==> config.mk <==
export PLATFORM = sky130hd
export DESIGN_NAME = cu_alloc_arbiter
export DESIGN_NICKNAME = d
export VERILOG_FILES = /design/src/rtl/cu_alloc_arbiter.sv
export SDC_FILE = /design/constraint.sdc
export NUM_CORES = 1
export LEC_CHECK = 0
export ABC_AREA = 1
export BUFFER_PORTS_ARGS = -buffer_cell sky130_fd_sc_hd__buf_4
export CORE_MARGIN = 2
export CORE_UTILIZATION = 40
export DETAILED_ROUTE_END_ITERATION = 12
export PLACE_DENSITY_LB_ADDON = 0.2
export SYNTH_ARGS = -nofsm -noshare
export SYNTH_HDL_FRONTEND = slang
export SYNTH_SLANG_ARGS = --single-unit
==> constraint.sdc <==
create_clock -name clk -period 6.3 [get_ports clk]
set_input_delay 1.26 -clock clk [delete_from_list [all_inputs] [get_ports clk]]
set_output_delay 1.26 -clock clk [all_outputs]
set_load 0.1 [all_outputs]
==> src/rtl/cu_alloc_arbiter.sv <==
// Collector-unit allocator: round-robin choice of one issue slot per cycle, paired with
// the lowest free CU, holding the registered grant until the operand stage accepts it.

module cu_alloc_arbiter_chk #(
    parameter int NUM_CUS = 4
) (
    input logic               clk,
    input logic               reset,
    input logic [NUM_CUS-1:0] release_valid,
    input logic [NUM_CUS-1:0] cu_busy
);
    // A release aimed at an idle CU is dropped by the allocator; flag it so dispatch bugs surface.
    spurious_release_a: assert property (@(posedge clk) disable iff (!reset)
        (release_valid & ~cu_busy) == '0)
        else $warning("cu_alloc_arbiter: spurious release on idle CU, release=%b busy=%b",
                      release_valid, cu_busy);
endmodule

module cu_alloc_arbiter #(
    parameter int NUM_REQS = 4,
    parameter int NUM_CUS  = 4,
    parameter int TAG_W    = 8,
    parameter int CTR_W    = 32,
    localparam int RQ_W    = (NUM_REQS > 1) ? $clog2(NUM_REQS) : 1,
    localparam int CU_W    = (NUM_CUS > 1) ? $clog2(NUM_CUS) : 1
) (
    input  logic                      clk,
    input  logic                      reset,
    input  logic [NUM_REQS-1:0]       req_valid,
    input  logic [NUM_REQS*TAG_W-1:0] req_tag,
    output logic [NUM_REQS-1:0]       req_ready,
    output logic                      alloc_valid,
    output logic [CU_W-1:0]           alloc_cu,
    output logic [RQ_W-1:0]           alloc_req,
    output logic [TAG_W-1:0]          alloc_tag,
    input  logic                      alloc_ready,
    input  logic [NUM_CUS-1:0]        release_valid,
    output logic [NUM_CUS-1:0]        cu_busy,
    output logic [CTR_W-1:0]          stall_cnt
);
    typedef enum logic [0:0] {EMPTY = 1'b0, FULL = 1'b1} state_t;

    state_t              state_q, state_d;
    logic [NUM_CUS-1:0]  busy_q, busy_d;
    logic [RQ_W-1:0]     rr_ptr_q, rr_ptr_d;
    logic [CTR_W-1:0]    stall_q, stall_d;
    logic [CU_W-1:0]     alloc_cu_q;
    logic [RQ_W-1:0]     alloc_req_q;
    logic [TAG_W-1:0]    alloc_tag_q;

    logic [NUM_CUS-1:0]  free_s;
    logic                out_open_s;
    logic                grant_s;
    logic [RQ_W-1:0]     winner_s;
    logic [CU_W-1:0]     cu_sel_s;

    // Issue condition: output slot free or draining, some CU free, some slot requesting.
    always_comb begin
        free_s     = ~busy_q;
        out_open_s = (state_q == EMPTY) | alloc_ready;
        grant_s    = reset & out_open_s & (|free_s) & (|req_valid);
    end

    // Round-robin scan from rr_ptr; iterating backwards lets the nearest valid slot win.
    always_comb begin
        int idx;
        idx      = 0;
        winner_s = '0;
        for (int k = NUM_REQS - 1; k >= 0; k--) begin
            idx      = int'(rr_ptr_q) + k;
            idx      = (idx >= NUM_REQS) ? (idx - NUM_REQS) : idx;
            winner_s = req_valid[idx] ? RQ_W'(idx) : winner_s;
        end
    end

    // Lowest-index free CU.
    always_comb begin
        cu_sel_s = '0;
        for (int c = NUM_CUS - 1; c >= 0; c--) begin
            cu_sel_s = free_s[c] ? CU_W'(c) : cu_sel_s;
        end
    end

    // Ready strobe for the winning slot only; never a function of the tag.
    always_comb begin
        req_ready = '0;
        if (grant_s) begin
            req_ready[winner_s] = 1'b1;
        end else begin
            req_ready = '0;
        end
    end

    // Output FSM next state.
    always_comb begin
        state_d = state_q;
        case (state_q)
            EMPTY:   state_d = grant_s ? FULL : EMPTY;
            FULL:    state_d = alloc_ready ? (grant_s ? FULL : EMPTY) : FULL;
            default: state_d = EMPTY;
        endcase
    end

    // Output FSM state register.
    always_ff @(posedge clk) begin
        if (!reset) begin
            state_q <= EMPTY;
        end else begin
            state_q <= state_d;
        end
    end

    // Busy flags, round-robin pointer and stall counter next state.
    always_comb begin
        busy_d   = busy_q & ~release_valid;
        rr_ptr_d = rr_ptr_q;
        stall_d  = stall_q;
        if (grant_s) begin
            busy_d[cu_sel_s] = 1'b1;
            rr_ptr_d = (winner_s == RQ_W'(NUM_REQS - 1)) ? '0 : (winner_s + RQ_W'(1));
        end else begin
            rr_ptr_d = rr_ptr_q;
        end
        if ((|req_valid) & ~(|free_s) & out_open_s) begin
            stall_d = stall_q + CTR_W'(1);
        end else begin
            stall_d = stall_q;
        end
    end

    // Control state; releases seen during reset are discarded with everything else.
    always_ff @(posedge clk) begin
        if (!reset) begin
            busy_q   <= '0;
            rr_ptr_q <= '0;
            stall_q  <= '0;
        end else begin
            busy_q   <= busy_d;
            rr_ptr_q <= rr_ptr_d;
            stall_q  <= stall_d;
        end
    end

    // Grant payload only loads on a grant, so it holds through backpressure.
    always_ff @(posedge clk) begin
        if (grant_s) begin
            alloc_cu_q  <= cu_sel_s;
            alloc_req_q <= winner_s;
            alloc_tag_q <= req_tag[int'(winner_s)*TAG_W +: TAG_W];
        end
    end

    // Output drive.
    always_comb begin
        alloc_valid = (state_q == FULL);
        alloc_cu    = alloc_cu_q;
        alloc_req   = alloc_req_q;
        alloc_tag   = alloc_tag_q;
        cu_busy     = busy_q;
        stall_cnt   = stall_q;
    end

    cu_alloc_arbiter_chk #(.NUM_CUS(NUM_CUS)) u_chk (
        .clk          (clk),
        .reset        (reset),
        .release_valid(release_valid),
        .cu_busy      (busy_q)
    );
endmodule

==> impl_metrics.tcl <==
set metrics [dict create \
    grtUsageTotal 0.199 \
    antenna_found_initial 0 \
    muxShareOfSynthArea 0 \
    setup_slack_ps 1980 \
    finalMaxSlewViolations 0 \
    rsz0062_at_grt "no" \
    met3WireLength_um 619 \
    cts-resized-gates 0 \
    p_switching_mw 0.364 \
    ys_types 36 \
    netlist_instances 497 \
    antenna_cells 0 \
    avgSynthCellArea_um2 6.45 \
    io_pins 96 \
    fp-row-count 32 \
    path_depth 11 \
    synth_simple_gate_area_frac 0.419 \
    synth_compound_area_frac 0.0948 \
    grt_pass1_wl_um 14200 \
    postRouteAntennaNets 0 \
    drc 0 \
    die_w_um 93.5 \
    coreArea_um2 7770 \
    pwr-share-comb 0.354 \
    max_freq_mhz 231 \
    cp-start-kind "input pin" \
    synth_nets 542 \
    dp.cells 684 \
    start_util 0.413 \
    clkPwrFrac 0.247 \
    drtIter0Drc 165 \
    crit_buf_inv 5 \
    wl_met1_um 3920 \
    p_per_area_nw_per_um2 227 \
    worstHoldPathCells 2 \
    routed.top_layer "met4" \
    min_path_type "flip-flop to flip-flop" \
    worst_skew_pair.late_latency_ps 300 \
    critPathMaxFanout 11 \
    report.final.setup_viol 0 \
    area_delta_synth_final_pct 27.5 \
    ys_seq_area_frac 0.356 \
    p_leak_nw 1.81 \
    arrival_ps 3060 \
    place_hpwl_um 6500 \
    synth_top_family_by_area "simple AND/OR/NAND/NOR gates" \
    worst_path_max_delay_cell "buf_4" \
    synth-async-reset-ratio 0 \
    nNetsFinal 634 \
    max_stage_delay_ps 330 \
    cts_tree "yes" \
    vias_per_cell 4.85 \
    rr_worst_depth 11 \
    switching_share 0.393 \
    vdd_drop_max_uv 140 \
    intPower_mw 0.563 \
    drt-wirelength-per-cell_um 12.4 \
    drive_above_1_share 0.214 \
    die_y_um 93.5 \
    vias 3359 \
    nFillCells 778 \
    crit_path_frequent_cell "nand2_1" \
    fin_tns_setup_ps 0 \
    cts_hold_buf 0 \
    cp_top_family "buffers and inverters" \
    path_cells "buf_4 -> inv_1 -> nand2_1 -> nand3_1 -> nand2_1 -> inv_2 -> nand3_1 -> nand2_1 -> inv_1 -> nor3_1 -> buf_4" \
    end_kind "output pin" \
    dieArea_um2 8750 \
    grt_overflow 0 \
    cts_setup_buffers 0 \
    path_clk_slew_ps 90 \
    clock_skew_ps 5.93 \
    cts_inserted_buffers 5 \
    synth_xor_area_frac 0.00273 \
    slew_headroom 0.628 \
    cts.sinks 51 \
    stdcell_count 692 \
    grt_max_degree 26 \
    ys_ff_latch 51 \
    yosys.area_share.adder 0.00780 \
    port_buffers 95 \
    grt_pass1_vias 3192 \
    h-tree-depth 2 \
    required_ps 5040 \
    gp_congestion 0.895 \
    wl_um 8580 \
    period_needed_ps 4320 \
    synth_ff_type "dfxtp_1" \
    yosysWarnings 0 \
    root_buffer "clkbuf_8" \
    synthesis.area_um2 3210 \
    tightest_slew_ps 552 \
    hold_viol 0 \
    drtPass1Iterations 4 \
    criticalPathCategory "input pin to output pin" \
    place_ws_ps 2020 \
    fin_crit_sh 0.686 \
    seqPwrFrac 0.399 \
    synth_edf_count 12 \
    status "finished, final reports clean" \
    cts_buffer_depth 2 \
    max_cap_violations 0 \
    wl_met2_um 3910 \
]
synth_stat cells, types with 4 or more instances:
| master | n | area (um2) |
|---|---|---|
| a21oi_1 | 33 | 165 |
| buf_4 | 4 | 30.0 |
| dfxtp_1 | 39 | 781 |
| edfxtp_1 | 12 | 360 |
| inv_1 | 79 | 297 |
| nand2_1 | 136 | 510 |
| nand2_2 | 5 | 31.3 |
| nand3_1 | 53 | 265 |
| nand3b_1 | 6 | 45.0 |
| nand4_1 | 9 | 56.3 |
| nor2_1 | 50 | 188 |
| nor2_2 | 7 | 43.8 |
| nor3_1 | 11 | 55.1 |
| o21ai_0 | 19 | 95.1 |
worst register-to-register path: stages, from the launching register on:
cell     delay, ps
dfxtp_1        610
inv_1          180
nand2_2        110
nand2_1         50
nand3_1         80
nand2_1         50
nand2_1         50
nand3_1         60
nand2_1        300
inv_1          280
nand3_1        160
nand2_1         70
power groups by stage:
stage	Sequential [mW]	Combinational [mW]	Clock, mW
finish	0.370	0.328	0.229
CTS	0.370	0.328	0.237
global placement	0.378	0.323	0
global route	0.372	0.352	0.248
floorplan	0.485	0.157	0
detailed placement	0.378	0.328	0
logic make-up (layout without fill, tap and decap cells):
| family | count (synthesis) | count (layout) |
|---|---|---|
| compound gates | 58 | 58 |
| xor+xnor | 1 | 1 |
| fa+ha+maj | 2 | 2 |
| buf+inv | 93 | 186 |
| flops | 51 | 51 |
| simple gates | 292 | 292 |
area by class of cell:
cell class / instances / area (um2) / share of cell area
tap: 102 / 128 / 0.0312
clock buffer: 6 / 72.6 / 0.0177
timing repair buffer: 96 / 721 / 0.176
sequential: 51 / 1140 / 0.279
clock inverter: 2 / 37.5 / 0.00918
multi-input combinational: 353 / 1680 / 0.411
inverter: 82 / 308 / 0.0753
through the flow:
stage	total power, mW	cell area [um2]	hold slack, ps	util
after CTS	0.935	4090	506	0.526
after floorplan	0.642	3210	517	-
after global routing	0.973	4090	541	0.526
after global placement	0.700	3980	482	0.512
after detailed placement	0.705	3980	489	0.512
final	0.927	4090	498	0.526
cell usage in the layout (no fill, tap or decap), types with 11 or more instances in the layout:
master,netlist,routed
nand2_1,136,136
buf_4,4,96
nand3_1,53,53
a21oi_1,33,33
o21ai_0,19,19
dfxtp_1,39,39
nor2_1,50,50
inv_1,79,79
nor3_1,11,11
edfxtp_1,12,12
final timing paths:
kind                              startpoint                    endpoint  slack (ps)
setup / recovery                req_valid[1]                req_ready[1]        1980
hold / removal    stall_cnt[31]$_SDFFE_PN0P_  stall_cnt[31]$_SDFFE_PN0P_         500
setup reg to reg    rr_ptr_q[0]$_SDFFE_PN0P_      alloc_tag[3]$_DFFE_PP_        4060
hold reg to reg   stall_cnt[31]$_SDFFE_PN0P_  stall_cnt[31]$_SDFFE_PN0P_         500
metal layers:
layer / track usage / vias up
li1: - / 1770
met1: 0.255 / 1457
met2: 0.335 / 121
met3: 0.0346 / 11
met4: 0.0725 / 0
met5: 0 / -
registers in the layout (all words and copies together), names as in the netlist:
| register | flops |
|---|---|
| alloc_cu | 2 |
| alloc_req | 2 |
| alloc_tag | 8 |
| alloc_valid | 1 |
| cu_busy | 4 |
| rr_ptr_q | 2 |
| stall_cnt | 32 |
(Power assumes the default switching activity.)
